<file path="src/rtl/pipeline_interlock_ctrl.sv">
// pipeline_interlock_ctrl
//  Hazard interlock for the 5-stage SimpleRISC pipeline (IF, OF, EX, MA, RW).
//  A shadow of the destination / flag-write info of the instructions in EX
//  and MA is compared against the sources of the instruction waiting in the
//  IF/OF latch. The result drives PC / IF-OF stall, EX bubble insertion,
//  branch flush and the memory-busy freeze, and a saturating counter of
//  hazard-stall cycles for performance monitoring.
//
//  Build option PIPE_FORWARDING_EN:
//   defined   - the datapath forwards EX/MA/RW results and flags, so only a
//               load in EX feeding the OF instruction interlocks (1 cycle).
//   undefined - every register or flag RAW match against EX or MA stalls
//               (at most 2 cycles).

module pipeline_interlock_ctrl #(
  parameter int REG_W       = 4,
  parameter int RA_REG      = 15,
  parameter int STALL_CNT_W = 16
) (
  input  logic                   clk,
  input  logic                   rst,
  input  logic [31:0]            of_instr,
  input  logic                   of_valid,
  input  logic                   branch_taken,
  input  logic                   ma_busy,
  output logic                   stall_pc,
  output logic                   stall_of,
  output logic                   bubble_ex,
  output logic                   flush_if,
  output logic                   freeze,
  output logic [STALL_CNT_W-1:0] stall_count
);

  // ---------------------------------------------------------------------------
  // Opcodes that need special treatment; anything else is a plain ALU op
  // (reads rs1, reads rs2 unless immediate, writes rd).
  // ---------------------------------------------------------------------------
  localparam logic [4:0] OP_CMP  = 5'b00101;
  localparam logic [4:0] OP_NOT  = 5'b01000;
  localparam logic [4:0] OP_MOV  = 5'b01001;
  localparam logic [4:0] OP_NOP  = 5'b01101;
  localparam logic [4:0] OP_LD   = 5'b01110;
  localparam logic [4:0] OP_ST   = 5'b01111;
  localparam logic [4:0] OP_BEQ  = 5'b10000;
  localparam logic [4:0] OP_BGT  = 5'b10001;
  localparam logic [4:0] OP_B    = 5'b10010;
  localparam logic [4:0] OP_CALL = 5'b10011;
  localparam logic [4:0] OP_RET  = 5'b10100;

  localparam logic [REG_W-1:0] RA_IDX = REG_W'(RA_REG);

`ifdef PIPE_FORWARDING_EN
  // Results and flags are forwarded; only a load still in EX is too late.
  localparam bit LOAD_USE_ONLY = 1'b1;
`else
  // No forwarding: any producer still in EX or MA blocks the consumer.
  localparam bit LOAD_USE_ONLY = 1'b0;
`endif

  // What an in-flight instruction will write.
  typedef struct packed {
    logic             valid;
    logic             wr;
    logic [REG_W-1:0] dest;
    logic             is_ld;
    logic             wr_flags;
  } ex_entry_t;

  // The load flag is dropped once the instruction leaves EX: nothing
  // compares against it in MA.
  typedef struct packed {
    logic             valid;
    logic             wr;
    logic [REG_W-1:0] dest;
    logic             wr_flags;
  } ma_entry_t;

  // What the OF instruction reads: up to three registers plus the flags.
  typedef struct packed {
    logic             use1;
    logic [REG_W-1:0] idx1;
    logic             use2;
    logic [REG_W-1:0] idx2;
    logic             use3;
    logic [REG_W-1:0] idx3;
    logic             rd_flags;
  } src_t;

  // ---------------------------------------------------------------------------
  // Instruction fields
  // ---------------------------------------------------------------------------
  logic [4:0]       op;
  logic             imm;
  logic [REG_W-1:0] f_rd;
  logic [REG_W-1:0] f_rs1;
  logic [REG_W-1:0] f_rs2;
  logic             unused_imm_bits;

  assign op    = of_instr[31:27];
  assign imm   = of_instr[26];
  assign f_rd  = of_instr[25 -: REG_W];
  assign f_rs1 = of_instr[21 -: REG_W];
  assign f_rs2 = of_instr[17 -: REG_W];
  // Immediate / offset bits carry no register information.
  assign unused_imm_bits = ^of_instr[13:0];

  // ---------------------------------------------------------------------------
  // State and internal signals
  // ---------------------------------------------------------------------------
  ex_entry_t ex_q;
  ma_entry_t ma_q;
  ex_entry_t of_dec;
  src_t      of_src;

  logic ex_reg_hit;
  logic ma_reg_hit;
  logic ex_flag_hit;
  logic ma_flag_hit;
  logic hazard;
  logic hazard_stall;
  logic issue;

  logic [STALL_CNT_W-1:0] stall_cnt_q;

  // True when any register source of s equals destination d.
  function automatic logic reads_reg(input src_t s, input logic [REG_W-1:0] d);
    return (s.use1 && (s.idx1 == d)) ||
           (s.use2 && (s.idx2 == d)) ||
           (s.use3 && (s.idx3 == d));
  endfunction

  // Decode the OF instruction into its source set and its shadow entry.
  always_comb begin
    // NOTE: every signal driven here gets a default first, so no path through
    // the case statement can leave one unassigned and infer a latch.
    of_src      = '0;
    of_dec      = '0;
    of_src.idx1 = f_rs1;
    of_src.idx2 = f_rs2;
    of_src.idx3 = f_rd;
    of_dec.dest = f_rd;
    case (op)
      OP_NOP, OP_B: begin
      end
      OP_BEQ, OP_BGT: begin
        of_src.rd_flags = 1'b1;
      end
      OP_CALL: begin
        // Return address goes to the link register, not to rd.
        of_dec.wr   = 1'b1;
        of_dec.dest = RA_IDX;
      end
      OP_RET: begin
        // Jumps through the link register.
        of_src.use1 = 1'b1;
        of_src.idx1 = RA_IDX;
      end
      OP_NOT, OP_MOV: begin
        of_src.use2 = !imm;
        of_dec.wr   = 1'b1;
      end
      OP_LD: begin
        of_src.use1  = 1'b1;
        of_dec.wr    = 1'b1;
        of_dec.is_ld = 1'b1;
      end
      OP_ST: begin
        // The store data register sits in the rd field.
        of_src.use1 = 1'b1;
        of_src.use2 = !imm;
        of_src.use3 = 1'b1;
      end
      OP_CMP: begin
        of_src.use1     = 1'b1;
        of_src.use2     = !imm;
        of_dec.wr_flags = 1'b1;
      end
      default: begin
        of_src.use1 = 1'b1;
        of_src.use2 = !imm;
        of_dec.wr   = 1'b1;
      end
    endcase
    of_dec.valid = of_valid;
  end

  // Compare OF sources against the producers shadowed in EX and MA.
  always_comb begin
    ex_reg_hit  = ex_q.valid && ex_q.wr && reads_reg(of_src, ex_q.dest);
    ma_reg_hit  = ma_q.valid && ma_q.wr && reads_reg(of_src, ma_q.dest);
    ex_flag_hit = ex_q.valid && ex_q.wr_flags && of_src.rd_flags;
    ma_flag_hit = ma_q.valid && ma_q.wr_flags && of_src.rd_flags;
    if (LOAD_USE_ONLY) begin
      hazard = of_valid && ex_q.is_ld && ex_reg_hit;
    end else begin
      hazard = of_valid && (ex_reg_hit || ma_reg_hit || ex_flag_hit || ma_flag_hit);
    end
    // A hazard only stalls when neither a freeze nor a flush overrides it.
    hazard_stall = !ma_busy && !branch_taken && hazard;
    issue        = of_valid && !hazard && !branch_taken;
  end

  // Age the shadow one stage per advancing clock; hold it while memory is busy.
  always_ff @(posedge clk or posedge rst) begin
    // NOTE: only this handful of state flops exists, so all of it is reset;
    // the valid bits are what matter, the rest just keeps the state tidy.
    if (rst) begin
      ex_q <= '0;
      ma_q <= '0;
    end else if (!ma_busy) begin
      // NOTE: non-blocking assignments make MA pick up the old EX value while
      // EX loads the new one, independent of statement order.
      ma_q.valid    <= ex_q.valid;
      ma_q.wr       <= ex_q.wr;
      ma_q.dest     <= ex_q.dest;
      ma_q.wr_flags <= ex_q.wr_flags;
      ex_q          <= issue ? of_dec : '0;
    end
  end

  // Count cycles lost to genuine hazard stalls; stick at all-ones.
  always_ff @(posedge clk or posedge rst) begin
    if (rst) begin
      stall_cnt_q <= '0;
    end else if (hazard_stall && (stall_cnt_q != '1)) begin
      stall_cnt_q <= stall_cnt_q + 1'b1;
    end
  end

  assign stall_count = stall_cnt_q;

  // Pipeline controls: freeze beats flush beats hazard; all quiet in reset.
  always_comb begin
    stall_pc  = 1'b0;
    stall_of  = 1'b0;
    bubble_ex = 1'b0;
    flush_if  = 1'b0;
    freeze    = 1'b0;
    if (!rst) begin
      if (ma_busy) begin
        freeze   = 1'b1;
        stall_pc = 1'b1;
        stall_of = 1'b1;
      end else if (branch_taken) begin
        flush_if  = 1'b1;
        bubble_ex = 1'b1;
      end else if (hazard) begin
        stall_pc  = 1'b1;
        stall_of  = 1'b1;
        bubble_ex = 1'b1;
      end
    end
  end

endmodule
</file>
<file path="config.mk">
export PLATFORM = sky130hd
export DESIGN_NAME = pipeline_interlock_ctrl
export DESIGN_NICKNAME = d
export VERILOG_FILES = /design/src/rtl/pipeline_interlock_ctrl.sv
export SDC_FILE = /design/constraint.sdc
export NUM_CORES = 1
export LEC_CHECK = 0
export ABC_AREA = 1
export BUFFER_PORTS_ARGS = -buffer_cell sky130_fd_sc_hd__buf_2
export CAP_MARGIN = 25
export CORE_ASPECT_RATIO = 1.25
export CORE_MARGIN = 3
export CORE_UTILIZATION = 40
export DETAILED_ROUTE_END_ITERATION = 10
export SKIP_LAST_GASP = 1
export SLEW_MARGIN = 5
export SYNTH_ARGS = -nofsm -noshare
export SYNTH_HDL_FRONTEND = slang
export SYNTH_SLANG_ARGS = --single-unit
</file>
<file path="constraint.sdc">
create_clock -name clk -period 1.9 [get_ports clk]
set_clock_uncertainty 0.05 [all_clocks]
set_input_delay 0.19 -clock clk [delete_from_list [all_inputs] [get_ports clk]]
set_output_delay 0.19 -clock clk [all_outputs]
set_load 0.03 [all_outputs]
</file>
==> impl_metrics.py <==
metrics = {
    "finish": {
        "layout_commonest_cell": "nand2_1",
        "fill_cells": 509,
        "final_nets": 420,
        "diodes": 0,
        "area_growth_pct": 33.5,
        "fin_area_um2": 2940,
        "seqCellArea_um2": 756,
        "drive_gt1_share_pct": 31.9,
        "layout_common_cells": "81 x nand2_1, 40 x buf_2, 38 x inv_1",
        "multi_input_area_um2": 1350,
    },
    "floorplan": {
        "chipHeight_um": 88.9,
        "die_w_um": 72.3,
        "fp.dieArea_um2": 6430,
        "rows": 29,
        "core-area_um2": 5190,
        "boundaryPins": 58,
        "start_util_pct": 42.4,
    },
    "yosys": {
        "ys_seq_elements": 30,
        "netlist_instances": 306,
        "muxShareOfSynthArea_pct": 0,
        "synth_edf_count": 0,
        "synth_fa_ha_area_share_pct": 0.569,
        "async_flop_share_pct": 100,
        "synth_nets": 344,
        "syn_area_um2": 2200,
        "synth-main-ff-cell": "dfrtp_1",
        "synth_xor_area_share_pct": 11.9,
        "synth_compound_area_share_pct": 5.29,
        "synth_seq_area_share_pct": 34.1,
        "ys.warnings.count": 0,
        "synth_top_family_by_area": "simple AND/OR/NAND/NOR gates",
        "synth_cell_type_count": 28,
        "yosys.area_share.simple_pct": 38.6,
        "syn_area_per_cell_um2": 7.19,
    },
    "placed_design": {
        "io_buffers": 43,
        "dpl_cell_area_um2": 2650,
        "place.detailed.hpwl_mm": 4.06,
        "gp_congestion": 0.844,
    },
    "sta": {
        "fmax_mhz": 474,
        "period_minus_slack_ps": 2110,
        "setup-violations-final": 18,
        "finalCritPeriodShare_pct": 111,
        "rsz0062_at_grt": "true",
        "hold_violations": 0,
        "tightestPinTransition_ps": 457,
        "maxSlewViolCount": 0,
        "fin_tns_setup_ps": -1400,
        "slew-limit-headroom_pct": 69.3,
        "fin_ws_ps": -212,
    },
    "detailed_routing": {
        "vias": 2213,
        "detail_route.wirelength_mm": 5.56,
        "drtPass1Iterations": 4,
        "ant_nets": 0,
        "drcViolationCount": 0,
        "routedWlPerCell_um": 12.5,
        "viasPerCell": 4.97,
        "first_iter_violations": 76,
    },
    "outcome": {
        "status": "finished with violations",
        "violations": "setup timing",
    },
    "clock_tree": {
        "clk-insertion-delay-late_ps": 290,
        "htree_num_levels": 2,
        "cts_max_path_buffers": 2,
        "clock-sinks": 30,
        "cts_tree": "done",
        "ctsRootBufferMaster": "clkbuf_8",
        "cts.clk_slew.worst_paths_ps": 70,
        "numCtsBuffers": 5,
    },
    "global_routing": {
        "grt_overflow": 0,
        "groute.usage.overall_pct": 18.2,
        "first_global_vias": 2100,
        "grt_pass1_wl_mm": 9.25,
        "grt_start_max_net_pins": 27,
        "antenna_found_initial": 0,
    },
    "worst_hold_path": {
        "hold_depth": 4,
        "hold_path.class": "input port to flip-flop",
        "hold_path_end": "ex_q[0]",
        "worstHoldStart": "of_instr[30]",
    },
    "job": {
        "max-cap-violations": 0,
    },
    "setup_path": {
        "end_kind": "output pin",
        "reg2reg_slack_ps": -80,
        "regToRegStartpoint": "ma_q[1]",
        "r2r_cells": 14,
        "critPathLaunch": "ma_q[1]",
        "worstPathArrival_ps": 1870,
        "r2r-end": "stall_count[10]",
        "path_class": "flip-flop to output pin",
        "worstPathRequired_ps": 1660,
        "crit_path_start_kind": "flip-flop",
        "critPathMaxFanout": 5,
    },
    "pwr": {
        "powerDensity_nw_per_um2": 513,
        "ir_worst_vdd_mv": 0.366,
        "p_leak_uw": 0.00156,
    },
}
-- registers in the layout (all words and copies together), names as in the netlist --
signal / cells
ma_q: 7
stall_count: 16
ex_q: 7
-- synthesized netlist by cell type, types with 2 or more instances --
| master | count | area, um2 |
|---|---|---|
| nand3_1 | 19 | 95.1 |
| clkbuf_1 | 4 | 15.0 |
| o21ai_0 | 13 | 65.1 |
| nor3_1 | 11 | 55.1 |
| xnor2_1 | 8 | 70.1 |
| nand3_4 | 2 | 35.0 |
| nand4_1 | 22 | 138 |
| nand2_1 | 89 | 334 |
| a21oi_1 | 3 | 15.0 |
| dfrtp_1 | 30 | 751 |
| inv_1 | 38 | 143 |
| nand2_2 | 5 | 31.3 |
| xor2_1 | 20 | 175 |
| buf_4 | 2 | 15.0 |
| buf_6 | 3 | 33.8 |
| nand3_2 | 3 | 30.0 |
| nor2_1 | 23 | 86.3 |
-- repair_timing --
action | CTS | global route
resized for setup | 11 | 20
pin swaps | 6 | 13
hold buffers | 1 | 0
cloned | 1 | 1
endpoints found under the hold margin | 8 | 0
buffers inserted | 1 | 3
endpoints found under the setup margin | 6 | 22
-- area by class of cell --
class | count | area share (%)
clock inverter | 1 | 0.170
inverter | 39 | 4.98
clock buffer | 7 | 2.94
multi-input combinational | 229 | 45.8
sequential | 30 | 25.7
tap | 62 | 2.64
timing repair buffer | 77 | 17.7
-- worst max-delay path by stage --
stage | end | slack (ps) | depth (start not counted)
floorplan | stall_pc | -80 | 12
global placement | stall_count[0] | -200 | 14
detailed placement | stall_count[5] | -230 | 14
CTS | stall_of | -140 | 11
global route | stall_of | -340 | 11
finish | stall_of | -210 | 11
-- layer usage --
metal / GRT usage (%) / up-vias / routed length [um]
met5: 0 / - / 0
met4: 7.18 / 0 / 97
met3: 3.82 / 9 / 236
met2: 32.7 / 44 / 2890
met1: 21.0 / 1025 / 2340
li1: - / 1135 / -
-- power breakdown --
part | internal, uW | leakage [uW] | switching [uW]
Sequential | 662 | 0.000406 | 25.1
Combinational | 123 | 0.00110 | 161
Clock | 292 | 0.0000482 | 244
-- critical path, stage by stage (launching register included) --
cell and delay (ps):
dfrtp_2 460, xor2_1 170, nor2_1 110, nand2_1 60, nor2_1 90, a21oi_1 50
nand2_1 90, nand2_2 80, nand3_4 90, nand2_4 70, o21bai_4 160, buf_6 150
-- logic make-up after synthesis --
logic type,count (synthesis)
compound gates,19
flops,30
buf+inv,48
fa+ha+maj,1
xor+xnor,29
simple gates,179
-- stage by stage --
step,hold slack (ps),utilization (%),power (uW),setup slack [ps],instances
after detailed placement,133,51.1,959,-232,430
final,248,56.6,1510,-212,445
after global routing,284,56.6,1590,-338,445
after CTS,253,54.1,1510,-143,441
after global placement,133,51.1,954,-199,430
after floorplan,247,-,857,-83.2,306
(Power assumes the default switching activity.)
